==> config.mk <==
export PLATFORM = sky130hd
export DESIGN_NAME = bch_syndrome_stream_flat
export DESIGN_NICKNAME = d
export VERILOG_FILES = /design/src/rtl/bch_pkg.sv /design/src/rtl/bch_syndrome_stream_if.sv /design/src/rtl/bch_gf_const_mul.sv /design/src/rtl/bch_syndrome_stream.sv /design/src/flat_wrapper.sv
export SDC_FILE = /design/constraint.sdc
export NUM_CORES = 1
export LEC_CHECK = 0
export CORE_MARGIN = 2
export CORE_UTILIZATION = 60
export CTS_BUF_LIST = sky130_fd_sc_hd__clkbuf_4
export DETAILED_ROUTE_END_ITERATION = 10
export PLACE_DENSITY = 0.91
export RECOVER_POWER = 25
export SYNTH_ARGS = -nofsm -noshare
export SYNTH_HDL_FRONTEND = slang
export SYNTH_SLANG_ARGS = --single-unit
==> constraint.sdc <==
create_clock -name clk -period 4.4 [get_ports clk]
set_input_delay 0.88 -clock clk [delete_from_list [all_inputs] [get_ports clk]]
set_output_delay 0.88 -clock clk [all_outputs]
set_load 0.01 [all_outputs]
==> src/rtl/bch_pkg.sv <==
// Shared GF(2^m) helpers and field constants for the BCH datapath.
// All functions are elaboration-time only and build constant matrices.
package bch_pkg;

  localparam logic [6:0]  PRIM_POLY_M6  = 7'h43;
  localparam logic [8:0]  PRIM_POLY_M8  = 9'h11D;
  localparam logic [10:0] PRIM_POLY_M10 = 11'h409;

  localparam int GF_MAX_M = 16;

  typedef logic [GF_MAX_M-1:0] gf_elem_t;

  function automatic gf_elem_t gf_const_mul(
    gf_elem_t a,
    int       e,
    int       m,
    int       poly
  );
    gf_elem_t r;
    gf_elem_t mask;
    int       n;
    mask = gf_elem_t'((1 << m) - 1);
    r    = a & mask;
    n    = e % ((1 << m) - 1);
    for (int i = 0; i < n; i++) begin
      if (r[m-1])
        r = ((r << 1) ^ gf_elem_t'(poly)) & mask;
      else
        r = (r << 1) & mask;
    end
    return r;
  endfunction

  function automatic gf_elem_t gf_alpha_pow(
    int e,
    int m,
    int poly
  );
    return gf_const_mul(gf_elem_t'(1), e, m, poly);
  endfunction

endpackage

==> src/rtl/bch_syndrome_stream_if.sv <==
// Codeword-in / syndrome-out handshake bundle.
// The slave side is the syndrome engine.
interface bch_syndrome_stream_if
  import bch_pkg::*;
#(
  parameter int DW = 64,
  parameter int SW = 80
);

  logic          in_valid;
  logic          in_ready;
  logic [DW-1:0] in_data;
  logic          in_last;
  logic          syn_valid;
  logic          syn_ready;
  logic [SW-1:0] syn_data;
  logic          syn_zero;
  logic          syn_err;

  modport master (
    output in_valid,
    output in_data,
    output in_last,
    output syn_ready,
    input  in_ready,
    input  syn_valid,
    input  syn_data,
    input  syn_zero,
    input  syn_err
  );

  modport slave (
    input  in_valid,
    input  in_data,
    input  in_last,
    input  syn_ready,
    output in_ready,
    output syn_valid,
    output syn_data,
    output syn_zero,
    output syn_err
  );

endinterface

==> src/rtl/bch_gf_const_mul.sv <==
// Combinational multiply by the constant alpha^E in GF(2^M).
// Each output bit is the parity of the input under a fixed mask.
module bch_gf_const_mul
  import bch_pkg::*;
#(
  parameter int         M         = 10,
  parameter logic [M:0] PRIM_POLY = 11'h409,
  parameter int         E         = 1
) (
  input  logic [M-1:0] a,
  output logic [M-1:0] y
);

  // Row b collects bit b of alpha^(E+i) over every input bit i.
  function automatic logic [M-1:0] row_mask(int b);
    logic [M-1:0] r;
    gf_elem_t     c;
    r = '0;
    for (int i = 0; i < M; i++) begin
      c = gf_const_mul(gf_elem_t'(1) << i, E,
                       M, int'(PRIM_POLY));
      r[i] = c[b];
    end
    return r;
  endfunction

  for (genvar b = 0; b < M; b++) begin : g_bit
    localparam logic [M-1:0] MASK = row_mask(b);
    assign y[b] = ^(a & MASK);
  end

endmodule

==> src/rtl/bch_syndrome_stream.sv <==
// Streaming BCH syndrome engine: parallel Horner update of S1..S2T
// per beat, with a one-deep output register toward Berlekamp-Massey.
module bch_syndrome_stream
  import bch_pkg::*;
#(
  parameter int         M         = 10,
  parameter logic [M:0] PRIM_POLY = 11'h409,
  parameter int         N         = 1023,
  parameter int         T         = 4,
  parameter int         P         = 8,
  parameter int         SYM_W     = 8
) (
  input logic                  clk,
  input logic                  rstn,
  bch_syndrome_stream_if.slave bus
);

  localparam int BEATS = (N + P - 1) / P;
  localparam int PAD   = BEATS * P - N;
  localparam int CW    = (BEATS > 1) ? $clog2(BEATS) : 1;

  localparam logic [CW-1:0] LAST_BEAT = CW'(BEATS - 1);

  logic [CW-1:0]             beat_cnt;
  logic [2*T-1:0][M-1:0]     acc;
  logic [2*T-1:0][M-1:0]     acc_sh;
  logic [2*T-1:0][M-1:0]     acc_nxt;
  logic [P-1:0]              hard;
  logic                      first;
  logic                      at_end;
  logic                      fire;
  logic                      frame_end;
  logic                      len_err;
  logic                      nxt_zero;
  logic                      unused_soft;

  assign unused_soft = ^bus.in_data;

  assign first  = (beat_cnt == '0);
  assign at_end = bus.in_last
                | (beat_cnt == LAST_BEAT);

  // Only a frame-ending beat can collide with a held result.
  assign bus.in_ready = !(at_end
                       && bus.syn_valid
                       && !bus.syn_ready);

  assign fire      = bus.in_valid & bus.in_ready;
  assign frame_end = fire & at_end;
  assign len_err   = !(bus.in_last
                    && beat_cnt == LAST_BEAT);
  assign nxt_zero  = (acc_nxt == '0);

  for (genvar k = 0; k < P; k++) begin : g_hard
    localparam bit IS_PAD = (k >= P - PAD);
    assign hard[k] = bus.in_data[k*SYM_W + SYM_W - 1]
                   & !(first && IS_PAD);
  end

  for (genvar j = 0; j < 2*T; j++) begin : g_syn
    logic [M-1:0] term [P];
    logic [M-1:0] sum;

    bch_gf_const_mul #(
      .M         (M),
      .PRIM_POLY (PRIM_POLY),
      .E         ((j + 1) * P)
    ) u_step (
      .a (acc[j]),
      .y (acc_sh[j])
    );

    for (genvar k = 0; k < P; k++) begin : g_lane
      bch_gf_const_mul #(
        .M         (M),
        .PRIM_POLY (PRIM_POLY),
        .E         ((j + 1) * k)
      ) u_tap (
        .a (M'(hard[k])),
        .y (term[k])
      );
    end

    // First beat starts from zero, so no clear cycle is needed.
    always_comb begin
      sum = first ? '0 : acc_sh[j];
      for (int k = 0; k < P; k++)
        sum = sum ^ term[k];
    end

    assign acc_nxt[j] = sum;
  end

  always_ff @(posedge clk or negedge rstn) begin
    if (!rstn) begin
      beat_cnt      <= '0;
      acc           <= '0;
      bus.syn_valid <= 1'b0;
      bus.syn_data  <= '0;
      bus.syn_zero  <= 1'b0;
      bus.syn_err   <= 1'b0;
    end else begin
      if (fire) begin
        acc      <= acc_nxt;
        beat_cnt <= at_end ? '0 : beat_cnt + 1'b1;
      end
      if (frame_end) begin
        bus.syn_valid <= 1'b1;
        bus.syn_data  <= acc_nxt;
        bus.syn_zero  <= nxt_zero;
        bus.syn_err   <= len_err;
      end else if (bus.syn_ready) begin
        bus.syn_valid <= 1'b0;
      end
    end
  end

endmodule

==> src/flat_wrapper.sv <==
// flat-port wrapper written by rule: the top's interface ports become plain ports
module bch_syndrome_stream_flat import bch_pkg::*;
#(
  parameter int         M         = 10,
  parameter logic [M:0] PRIM_POLY = 11'h409,
  parameter int         N         = 1023,
  parameter int         T         = 4,
  parameter int         P         = 8,
  parameter int         SYM_W     = 8
)
  (clk, rstn, bus_in_valid, bus_in_data, bus_in_last, bus_syn_ready, bus_in_ready, bus_syn_valid, bus_syn_data, bus_syn_zero, bus_syn_err);
  bch_syndrome_stream_if #(.DW((P * SYM_W)), .SW((2 * T * M))) bus_i ();
  input logic clk;
  input logic rstn;
  input wire logic [$bits(bus_i.in_valid)-1:0] bus_in_valid;
  input wire logic [$bits(bus_i.in_data)-1:0] bus_in_data;
  input wire logic [$bits(bus_i.in_last)-1:0] bus_in_last;
  input wire logic [$bits(bus_i.syn_ready)-1:0] bus_syn_ready;
  output wire logic [$bits(bus_i.in_ready)-1:0] bus_in_ready;
  output wire logic [$bits(bus_i.syn_valid)-1:0] bus_syn_valid;
  output wire logic [$bits(bus_i.syn_data)-1:0] bus_syn_data;
  output wire logic [$bits(bus_i.syn_zero)-1:0] bus_syn_zero;
  output wire logic [$bits(bus_i.syn_err)-1:0] bus_syn_err;
  assign bus_i.in_valid = bus_in_valid;
  assign bus_i.in_data = bus_in_data;
  assign bus_i.in_last = bus_in_last;
  assign bus_i.syn_ready = bus_syn_ready;
  assign bus_in_ready = bus_i.in_ready;
  assign bus_syn_valid = bus_i.syn_valid;
  assign bus_syn_data = bus_i.syn_data;
  assign bus_syn_zero = bus_i.syn_zero;
  assign bus_syn_err = bus_i.syn_err;
  bch_syndrome_stream #(.M(M), .PRIM_POLY(PRIM_POLY), .N(N), .T(T), .P(P), .SYM_W(SYM_W)) u_core (.clk(clk), .rstn(rstn), .bus(bus_i));
endmodule
# Word-level counts from Yosys, hierarchy flattened
# Cells that the tools add are included.
[op_classes]
n_addsub = 1
n_eq_ne = 1
muxes = 11
bitwise_logic = 68
reduce_logical = 98
[op_table]
columns = ["cell", "count"]
rows = [
  ["$reduce_xor A10 Y1", 88],
  ["$xor A10 B9 Y10", 13],
  ["$logic_not A80 Y1", 1],
  ["$mux W10", 8],
  ["$xor A10 B1 Y10", 8],
  ["$xor A10 B10 Y10", 8],
  ["$xor A10 B6 Y10", 8],
  ["$xor A10 B8 Y10", 8],
  ["$xor A10 B5 Y10", 6],
  ["$xor A10 B7 Y10", 6],
  ["$xor A10 B4 Y10", 4],
  ["$xor A10 B3 Y10", 2],
  ["$xor A10 B2 Y10", 1],
  ["$add A7 B1 Y7 const B", 1],
  ["$eq A7 B7 Y1 const B", 1],
  ["$logic_not A7 Y1", 1],
  ["$mux W7", 1],
  ["$logic_not A1 Y1", 4],
  ["$and A1 B1 Y1", 3],
  ["$logic_and A1 B1 Y1", 3],
  ["$mux W1", 2],
  ["$reduce_bool A2 Y1", 1],
  ["$or A1 B1 Y1", 1],
]
[word_totals]
register_bits = 170
out_inout_bits = 84
elab_cells = 192

# Depth between registers and ports, before layout
[depth]
depth_word = 11
depth_mapped = 13

# By module
# From an unflattened synthesis, not the netlist that was laid out.
[unflattened]
cells_unflattened = 2437
area_unflattened_um2 = 23426.2
[modules_own_cells]
columns = ["mod", "n_inst", "cells_each", "area_per_inst_um2", "seq_area_each_um2"]
rows = [
  ["bch_syndrome_stream", 1, 1451, 12498.2, 4254.1],
  ["bch_gf_const_mul at u_core.g_syn[1].g_lane[5].u_tap ...", 8, 10, 132.6, 0.0],
  ["bch_gf_const_mul at u_core.g_syn[2].u_step ...", 4, 17, 200.2, 0.0],
  ["bch_gf_const_mul at u_core.g_syn[6].u_step ...", 2, 22, 396.6, 0.0],
  ["bch_gf_const_mul at u_core.g_syn[2].g_lane[6].u_tap ...", 4, 10, 181.4, 0.0],
  ["bch_gf_const_mul at u_core.g_syn[0].g_lane[0].u_tap ...", 8, 10, 75.1, 0.0],
  ["bch_gf_const_mul at u_core.g_syn[5].u_step ...", 2, 21, 261.5, 0.0],
  ["bch_gf_const_mul at u_core.g_syn[1].u_step ...", 3, 10, 166.4, 0.0],
  ["bch_gf_const_mul at u_core.g_syn[3].g_lane[7].u_tap ...", 2, 23, 242.7, 0.0],
  ["bch_gf_const_mul at u_core.g_syn[4].g_lane[6].u_tap ...", 2, 21, 227.7, 0.0],
  ["bch_gf_const_mul at u_core.g_syn[3].u_step ...", 2, 20, 217.7, 0.0],
  ["bch_gf_const_mul at u_core.g_syn[0].u_step ...", 4, 10, 100.1, 0.0],
  ["bch_gf_const_mul at u_core.g_syn[5].g_lane[7].u_tap ...", 2, 21, 191.4, 0.0],
  ["bch_gf_const_mul at u_core.g_syn[4].g_lane[7].u_tap ...", 2, 20, 182.7, 0.0],
  ["15 more rows", "n/a", "n/a", "n/a", "n/a"],
]

# Worst setup path before layout
# Ideal clock, no wire load.
[synth_timing]
path_type = "input to register"
startpoint = "input bus_in_data[63]"
endpoint = "register u_core.bus.syn_zero"
arrival_time_ns = 2.995
required_ns = 4.297
setup_slack_ns = 1.302
path_stages = 9
path_buffers = 1
path_cell_list = "buf_6 xnor2_1 xor3_1 nand2_1 xnor2_1 a2111oi_2 nand4_1 or4_1 o41ai_2"
[synth_via]
elab_chain_len = 4
word_cells_on_any_way = 11
cone_classes = "9 x bitwise; 2 x reduce/logical"
[synth_lines]
columns = ["item", "line_no", "text"]
rows = [
  ["start: declaration", "flat_wrapper.sv:16", "input wire logic [$bits(bus_i.in_data)-1:0] bus_in_data;"],
  ["$and A1 B1 Y1 *", "bch_syndrome_stream.sv:57", "& !(first && IS_PAD);"],
  ["$reduce_xor A10 Y1 *", "bch_gf_const_mul.sv:29", "assign y[b] = ^(a & MASK);"],
  ["$xor A10 B8 Y10, or another cell as far along", "bch_syndrome_stream.sv:88", "sum = sum ^ term[k];"],
  ["$logic_not A80 Y1 *", "bch_syndrome_stream.sv:52", "assign nxt_zero = (acc_nxt == '0);"],
  ["end signal: assignment", "bch_syndrome_stream.sv:110", "bus.syn_zero <= nxt_zero;"],
  ["end: declaration", "bch_syndrome_stream_if.sv:40", "output syn_zero,"],
]
# Mark *: on every way between the ends. The rest lies on a longest branch, timed or not.
# A chain may end at the register's enable or synchronous reset.

# Worst setup path after layout
[layout_timing]
startpoint = "register u_core.beat_cnt[0]"
endpoint = "register u_core.bus.syn_zero"
[layout_via]
elab_chain_len = 11
word_cells_on_any_way = 84
cone_classes = "1 x eq/ne; 8 x mux; 68 x bitwise; 7 x reduce/logical"
[layout_lines]
columns = ["item", "line_no", "text"]
rows = [
  ["start: declaration", "bch_syndrome_stream.sv:24", "logic [CW-1:0] beat_cnt;"],
  ["start signal: assignment", "bch_syndrome_stream.sv:105", "beat_cnt <= at_end ? '0 : beat_cnt + 1'b1;"],
  ["$logic_not A7 Y1", "bch_syndrome_stream.sv:39", "assign first = (beat_cnt == '0);"],
  ["$mux W10", "bch_syndrome_stream.sv:86", "sum = first ? '0 : acc_sh[j];"],
  ["$xor A10 B1 Y10", "bch_syndrome_stream.sv:88", ""],
  ["$xor A10 B2 Y10, or another cell as far along", "bch_syndrome_stream.sv:88", ""],
  ["$xor A10 B3 Y10, or another cell as far along", "bch_syndrome_stream.sv:88", ""],
  ["$xor A10 B4 Y10, or another cell as far along", "bch_syndrome_stream.sv:88", ""],
  ["$xor A10 B5 Y10, or another cell as far along", "bch_syndrome_stream.sv:88", ""],
  ["$xor A10 B6 Y10, or another cell as far along", "bch_syndrome_stream.sv:88", ""],
  ["$xor A10 B7 Y10, or another cell as far along", "bch_syndrome_stream.sv:88", ""],
  ["$xor A10 B8 Y10, or another cell as far along", "bch_syndrome_stream.sv:88", ""],
  ["$logic_not A80 Y1", "bch_syndrome_stream.sv:52", ""],
]
# Parallel ways exist; a longest one is shown, timed or not.

==> flow_summary.yaml <==
outcome:
  outcome: "complete, but fails checks"
  violations: "capacitance limit, slew limit"
finish:
  drive_gt1_share_pct: 5.91
  final_cell_mix: "228 x nand2_1, 170 x dfrtp_1, 162 x xnor2_1"
  syn2layout_area_growth_pct: 14.9
  final_util_pct: 70.1
  final_cells: 1333
  layout_commonest_cell: "nand2_1"
  fin_nets: 1174
synth:
  synth-seq-area-share_pct: 44.4
  synth_area_leaders: "dfrtp_1 44%, xnor2_1 15%, nand2_1 8.9%"
  yosys_warnings: 0
  synth_compound_area_share_pct: 10.9
  synthArstFlopShare_pct: 100
  syn_area_per_cell_sq_um: 9.27
  synth_top_family_by_area: "XOR/XNOR gates"
  ys_types: 46
  yosysTopAreaCell: "dfrtp_1"
  synth_xor_area_share_pct: 26.5
  yosys.area_share.simple_pct: 14.8
  postSynthCellCount: 1033
  synthMuxAreaShare_pct: 0.118
  synth_area_sq_mm: 0.00958
  synth-edff-count: 0
  ys_ff_latch: 170
  yosys.area_share.adder_pct: 0.261
  synth_top_area_share_pct: 44.4
  synth_ff_type: "dfrtp_1"
  synthesis.nets: 1104
sta:
  finalSetupTns_ps: 0
  rsz0062_at_grt: "false"
  post-route-period-util_pct: 80.3
  worst_slew_pin_slew_ps: 2650
  finalHoldViolCount: 0
  fin_worst_skew_ps: 36.9
  slew_viol_final: 109
  holdWs_ps: 488
  slew_headroom_pct: -76.6
  period_needed_ps: 3530
  setup_viol_count_final: 0
  fmax_mhz: 283
clocking:
  clk_transition_reported_paths_ps: 150
  cts_resized: 0
  cts.sinks: 170
  postCtsSetupBuffers: 0
  cts.path.max_buffers: 2
  cts_tree: "yes"
  ctsHoldBuffers: 0
  cts_root_buf: "clkbuf_4"
  h-tree-depth: 4
  insertion_delay_ps: 600
  cts-buffers-inserted: 17
die:
  initial_core_util_pct: 60.9
  die_y_um: 130
  core_region_area_sq_mm: 0.0157
  rows: 46
  top_level_ports: 153
  dieArea_sq_mm: 0.0170
  die_w_um: 130
power_and_ir_drop:
  power_density_mw_per_mm2: 977
  peakVddDrop_uv: 430
  p_leak_nw: 4.65
global_route:
  antenna_found_initial: 1
  grt_max_degree: 109
  grt.total_usage_pct: 29.0
  gr-total-overflow: 0
  grt_first_pass_wirelength_mm: 37.6
  grt_pass1_vias: 7318
placement:
  dp.cells: 1300
  hpwl_mm: 16.6
  io_buffers: 96
  place_congestion: 0.950
worst_setup_path:
  crit_path_end_kind: "flop"
  r2r_start: "u_core.beat_cnt[0]"
  crit_path_start_kind: "flop"
  critPathCapture: "u_core.bus.syn_zero"
  critPathRequiredTime_ps: 4920
  path_class: "flop to flop"
  rr_worst_depth: 9
  path_max_fanout: 47
  crit_arrival_ps: 4050
  rr_endpoint: "u_core.bus.syn_zero"
  r2r_slack_ps: 870
  crit_path_start: "u_core.beat_cnt[0]"
detailed_routing:
  drc: 0
  post_drt_wl_per_cell_um: 17.4
  num_vias: 7595
  drt_iter0_markers: 512
  drtPass1Iterations: 5
  vias_per_cell: 5.70
  routed_wl_mm: 23.1
  ant_nets: 0
hold_path:
  hold_path.class: "flop to flop"
flow_run:
  cap_violations: 1
[flip-flops by register name, summed over array words and instances, names as in the netlist]
register              flops
u_core.bus.syn_err        1
u_core.bus.syn_valid      1
u_core.beat_cnt           7
u_core.acc               80
u_core.bus.syn_data      80
u_core.bus.syn_zero       1
[kinds of logic (layout without fill, tap and decap cells)]
| kind of cell | Yosys count | in the layout |
|---|---|---|
| xor+xnor | 263 | 263 |
| compound gates | 190 | 190 |
| buf+inv | 69 | 152 |
| other cells | 0 | 1 |
| fa+ha+maj | 2 | 2 |
| flops | 170 | 170 |
| mux | 1 | 1 |
| simple gates | 338 | 338 |
[metrics by stage]
| stage | setup slack [ps] | total power, mW | area (sq um) |
|---|---|---|---|
| floorplan | 1300 | 7.61 | 9580 |
| global placement | 498 | 9.46 | 10700 |
| detailed placement | 493 | 9.73 | 10700 |
| CTS | 882 | 10.7 | 11000 |
| global route | 547 | 11.5 | 11000 |
| finish | 868 | 10.8 | 11000 |
[where the power goes]
part           internal, mW  leakage [nW]  switching (mW)
sequential             2.25          2.12           0.702
clock                 0.352         0.148           0.552
combinational          3.17          2.38            3.72
total                  5.77          4.65            4.98
[final cells by class]
| type | count | area, sq um |
|---|---|---|
| clock buffers | 20 | 150 |
| multi-input cells | 794 | 5050 |
| well taps | 216 | 270 |
| inverters | 4 | 15.0 |
| diodes | 1 | 2.50 |
| clock inverters | 12 | 124 |
| fillers | 1118 | 4710 |
| flip-flops and latches | 170 | 4250 |
| repair buffers | 116 | 1140 |
[Yosys cell counts (2+ instances only)]
cell type	number
a31oi_1	4
inv_1	4
buf_6	2
ha_1	2
or3_1	3
nor3b_1	2
o22ai_1	2
buf_1	16
xnor3_1	11
a21oi_1	5
nand4_1	13
buf_2	9
clkbuf_1	38
o21ai_0	156
or2_2	3
xnor2_2	6
nor4b_1	3
o32ai_1	3
nor4bb_1	3
nand3_1	8
nor2_1	51
dfrtp_1	170
nand2b_1	3
xor2_1	81
xnor2_1	162
o31ai_1	8
nor4_1	3
nand2_1	228
a22oi_1	3
and2_1	5
nor3_1	10
xor3_1	2
[per-layer routing]
metal | vias to the layer above | share of wire, % | track usage [%]
li1 | 3540 | - | -
met1 | 3655 | 42 | 39.6
met2 | 334 | 47 | 44.9
met3 | 66 | 7.9 | 6.68
met4 | 0 | 3.4 | 12.5
met5 | - | 0 | 0
[worst min-delay path by stage]
stage / from / to / slack, ps / cells after the start
global route: u_core.bus.syn_data[57] / u_core.bus.syn_data[57] / 510 / 2
CTS: rstn / u_core.acc[50] / 400 / 1
detailed placement: u_core.bus.syn_data[54] / u_core.bus.syn_data[54] / 460 / 2
floorplan: u_core.acc[0] / u_core.acc[0] / 470 / 2
global placement: u_core.bus.syn_data[45] / u_core.bus.syn_data[45] / 460 / 2
finish: u_core.bus.syn_data[54] / u_core.bus.syn_data[54] / 490 / 2
[critical path, stage by stage (launching register included)]
cell and delay, ps:
dfrtp_1 450, inv_1 70, ha_1 130, nor4b_1 360
and2_2 850, nor2_1 140, xnor2_1 430, nand4_1 140
or4_1 540, o41ai_2 320
No activity file was read; power rests on OpenSTA's default activity.
==> patch 1: new RTL, same settings <==
`P` is set to 8 in 2 places; all go to 16.
--- a/src/rtl/bch_syndrome_stream.sv
+++ b/src/rtl/bch_syndrome_stream.sv
@@ -7,7 +7,7 @@
   parameter logic [M:0] PRIM_POLY = 11'h409,
   parameter int         N         = 1023,
   parameter int         T         = 4,
-  parameter int         P         = 8,
+  parameter int         P         = 16,
   parameter int         SYM_W     = 8
 ) (
   input logic                  clk,
--- a/src/flat_wrapper.sv
+++ b/src/flat_wrapper.sv
@@ -5,7 +5,7 @@
   parameter logic [M:0] PRIM_POLY = 11'h409,
   parameter int         N         = 1023,
   parameter int         T         = 4,
-  parameter int         P         = 8,
+  parameter int         P         = 16,
   parameter int         SYM_W     = 8
 )
   (clk, rstn, bus_in_valid, bus_in_data, bus_in_last, bus_syn_ready, bus_in_ready, bus_syn_valid, bus_syn_data, bus_syn_zero, bus_syn_err);
Ports: changed (resized bus_in_data); port bits go from 153 to 217. The function was not compared with the original's and may differ.
==> patch 1 against the unedited design <==
The run still ends with capacitance limit, slew limit left; setup slack got worse by 170 ps; wire length increased by 20%; synthesized cell count is 7.7% higher; critical endpoint unchanged; core utilization increased by 0.51 points; via count rose by 10%; final area is 15% higher; area after synthesis is 14% higher; sequential cell count down 1; cell count grew 9.7%; critical path depth increased by 2.
Power is left out: the tool's default activity adds up to more than one toggle a clock period on the data nets, which glitch-free logic cannot reach.
==> patch 1: results <==
export IMPL_largest_registers="u_core.acc x80, u_core.bus.syn_data x80, u_core.beat_cnt x6"
export IMPL_violations="capacitance limit, slew limit"
export IMPL_arrival_ps=4270
export IMPL_outcome="complete, but fails checks"
export IMPL_drv_slew=98
export IMPL_design_seq_count=169
export IMPL_skew_ps=23.5
export IMPL_non_clock_buffer_count=156
export IMPL_synth_compound_area_share_pct=9.19
export IMPL_synth_area_mux_share_pct=0.800
export IMPL_ys_types=53
export IMPL_gp_congestion=0.972
export IMPL_grt_pass1_wl_um=44600
export IMPL_clockBufferCount=18
export IMPL_vias=8351
export IMPL_clk_latency_ps=620
export IMPL_drive_above_1_share_pct=8.85
export IMPL_synth_avg_cell_area_sq_um=9.84
export IMPL_rr_worst_depth=11
export IMPL_nets=1356
export IMPL_drtIter0Drc=699
export IMPL_wl_per_cell_um=18.9
export IMPL_cap_violations=1
export IMPL_seq_area_sq_mm=0.00423
export IMPL_portBuffers=104
export IMPL_wl_met3_um=1900
export IMPL_track_usage_pct=29.4
export IMPL_clockNetworkAreaShare_pct=2.00
export IMPL_grt_pass1_vias=8420
export IMPL_syn_nets=1248
export IMPL_wl_met2_um=13400
export IMPL_worst_path_max_fanout=19
export IMPL_dp_hpwl_um=21100
export IMPL_multiInputGateArea_sq_mm=0.00642
==> patch 1: kinds of logic (layout without fill, tap and decap cells) <==
group,count (synthesis),count (layout)
adder cells (fa/ha/maj),2,2
multiplexers,7,7
XOR/XNOR,363,363
AO/OA/AOI/OAI,191,191
AND/OR/NAND/NOR,309,309
buffers and inverters,72,191
flip-flops,169,169
other,0,1
==> patch 1: worst max-delay path: stages, from the launching register on <==
cell,delay [ps]
dfrtp_1,440
inv_1,80
ha_1,130
nor2b_1,620
and2_1,590
buf_4,350
nor2_1,100
xnor2_1,200
nor4_2,380
nand4_1,210
nor4_1,340
a32o_1,210
==> patch 1: per-layer routing <==
layer / vias up / track usage (%)
li1: 3858 / -
met1: 4026 / 38.7
met2: 381 / 48.3
met3: 86 / 5.49
met4: 0 / 12.0
met5: - / 0
==> patch 2: new RTL, same flow settings <==
Made on the original files. Make the reset (`rstn`) synchronous in one clocked block.
--- a/src/rtl/bch_syndrome_stream.sv
+++ b/src/rtl/bch_syndrome_stream.sv
@@ -91,7 +91,7 @@
     assign acc_nxt[j] = sum;
   end
 
-  always_ff @(posedge clk or negedge rstn) begin
+  always_ff @(posedge clk) begin
     if (!rstn) begin
       beat_cnt      <= '0;
       acc           <= '0;
Check against the original RTL: not equivalent (Yosys sat finds a counterexample within 4 cycles, from zero or initial values and one cycle with rstn low; the reset may be asserted at any time).
==> patch 2 against the unedited design <==
The run still ends with capacitance limit, slew limit left; setup slack got worse by 140 ps; final area down 1.6%; area after synthesis decreased by 0.90%; clock skew decreased by 11 ps; wire length increased by 8.8%; sequential cell count unchanged; largest cell class unchanged.
Power is not compared: it rests on default switching activity, and its combinational part moved more than twofold at a synthesized area within 25%.
==> patch 2: results <==
export IMPL_outcome="complete, but fails checks"
export IMPL_violations="capacitance limit, slew limit"
export IMPL_grt_pass1_vias=7483
export IMPL_antenna_found_initial=1
export IMPL_synth_avg_cell_area_sq_um=8.61
export IMPL_vdd_drop_max_mv=0.234
export IMPL_place_area_sq_mm=0.0106
export IMPL_ys_types=67
export IMPL_final_common_cell="nand2_1"
export IMPL_async_flop_share_pct=0
export IMPL_grt_pass1_wl_um=39700
export IMPL_drv_slew=45
export IMPL_cap_violations=1
export IMPL_drtIter0Drc=843
export IMPL_crit_slowest_cell="clkbuf_1"
export IMPL_vias_per_cell=5.85
export IMPL_dp_hpwl_um=18100
export IMPL_worstMarginPinSlew_ps=2220
export IMPL_vias=8097
export IMPL_syn_nets=1173
export IMPL_track_usage_pct=30.9
export IMPL_clk_latency_ps=630
export IMPL_gp_congestion=0.971
export IMPL_wl_per_cell_um=18.2
export IMPL_p_leak_nw=4.05
export IMPL_skew_ps=25.8
export IMPL_ys_flop_type="dfxtp_1"
export IMPL_drive_above_1_share_pct=6.82
export IMPL_grt_max_degree=83
export IMPL_arrival_ps=4160
export IMPL_synth_area_leaders="dfxtp_1 36%, xnor2_1 14%, nand2_1 6.8%"
export IMPL_slowest_delay_ps=1580
export IMPL_fill_cells=1165
export IMPL_synthTopCellsByCount="173 x nand2_1, 170 x dfxtp_1, 153 x nor2_1, 153 x xnor2_1, 92 x a21oi_1"
[patch 2: kinds of logic after synthesis]
kind of cell,share of synthesized area [%]
AND/OR/NAND/NOR,17.7
XOR/XNOR,28.6
AO/OA/AOI/OAI,13.6
flip-flops,35.9
buffers and inverters,3.92
adder cells (fa/ha/maj),0.264
[patch 2: cell type report]
type / instances / area (sq um) / share of cell area, %
clock buffer: 17 / 128 / 1.18
inverter: 5 / 21.3 / 0.196
timing repair buffer: 119 / 1150 / 10.7
sequential: 170 / 3400 / 31.4
multi-input combinational: 847 / 5720 / 52.9
antenna: 1 / 2.50 / 0.0231
clock inverter: 15 / 130 / 1.20
tap: 211 / 264 / 2.44
[patch 2: path summary, 6_finish.rpt]
| check | start | to | slack [ps] | depth (start not counted) |
|---|---|---|---|---|
| hold / removal | u_core.bus.syn_data[75]$_SDFFE_PN0P_ | u_core.bus.syn_data[75]$_SDFFE_PN0P_ | 460 | 2 |
| setup reg to reg | u_core.beat_cnt[1]$_SDFFE_PN0P_ | u_core.acc[40]$_SDFFE_PN0P_ | 720 | 9 |
| setup / recovery | u_core.beat_cnt[1]$_SDFFE_PN0P_ | u_core.acc[40]$_SDFFE_PN0P_ | 720 | 9 |
| hold reg to reg | u_core.bus.syn_data[75]$_SDFFE_PN0P_ | u_core.bus.syn_data[75]$_SDFFE_PN0P_ | 460 | 2 |
[patch 2: report_power, final]
part / total (mW) / leakage [nW] / internal [mW] / switching (mW)
clock network: 0.873 / 0.134 / 0.245 / 0.628
registers: 1.77 / 1.40 / 1.65 / 0.117
logic: 1.39 / 2.52 / 0.634 / 0.753
[patch 2: layer usage]
metal  GRT usage, %  wire, um  up-vias
li1               -         -     3818
met1           41.2     10500     3773
met2           47.4     11200      419
met3           7.83      2350       87
met4           14.1      1060        0
met5              0         0        -
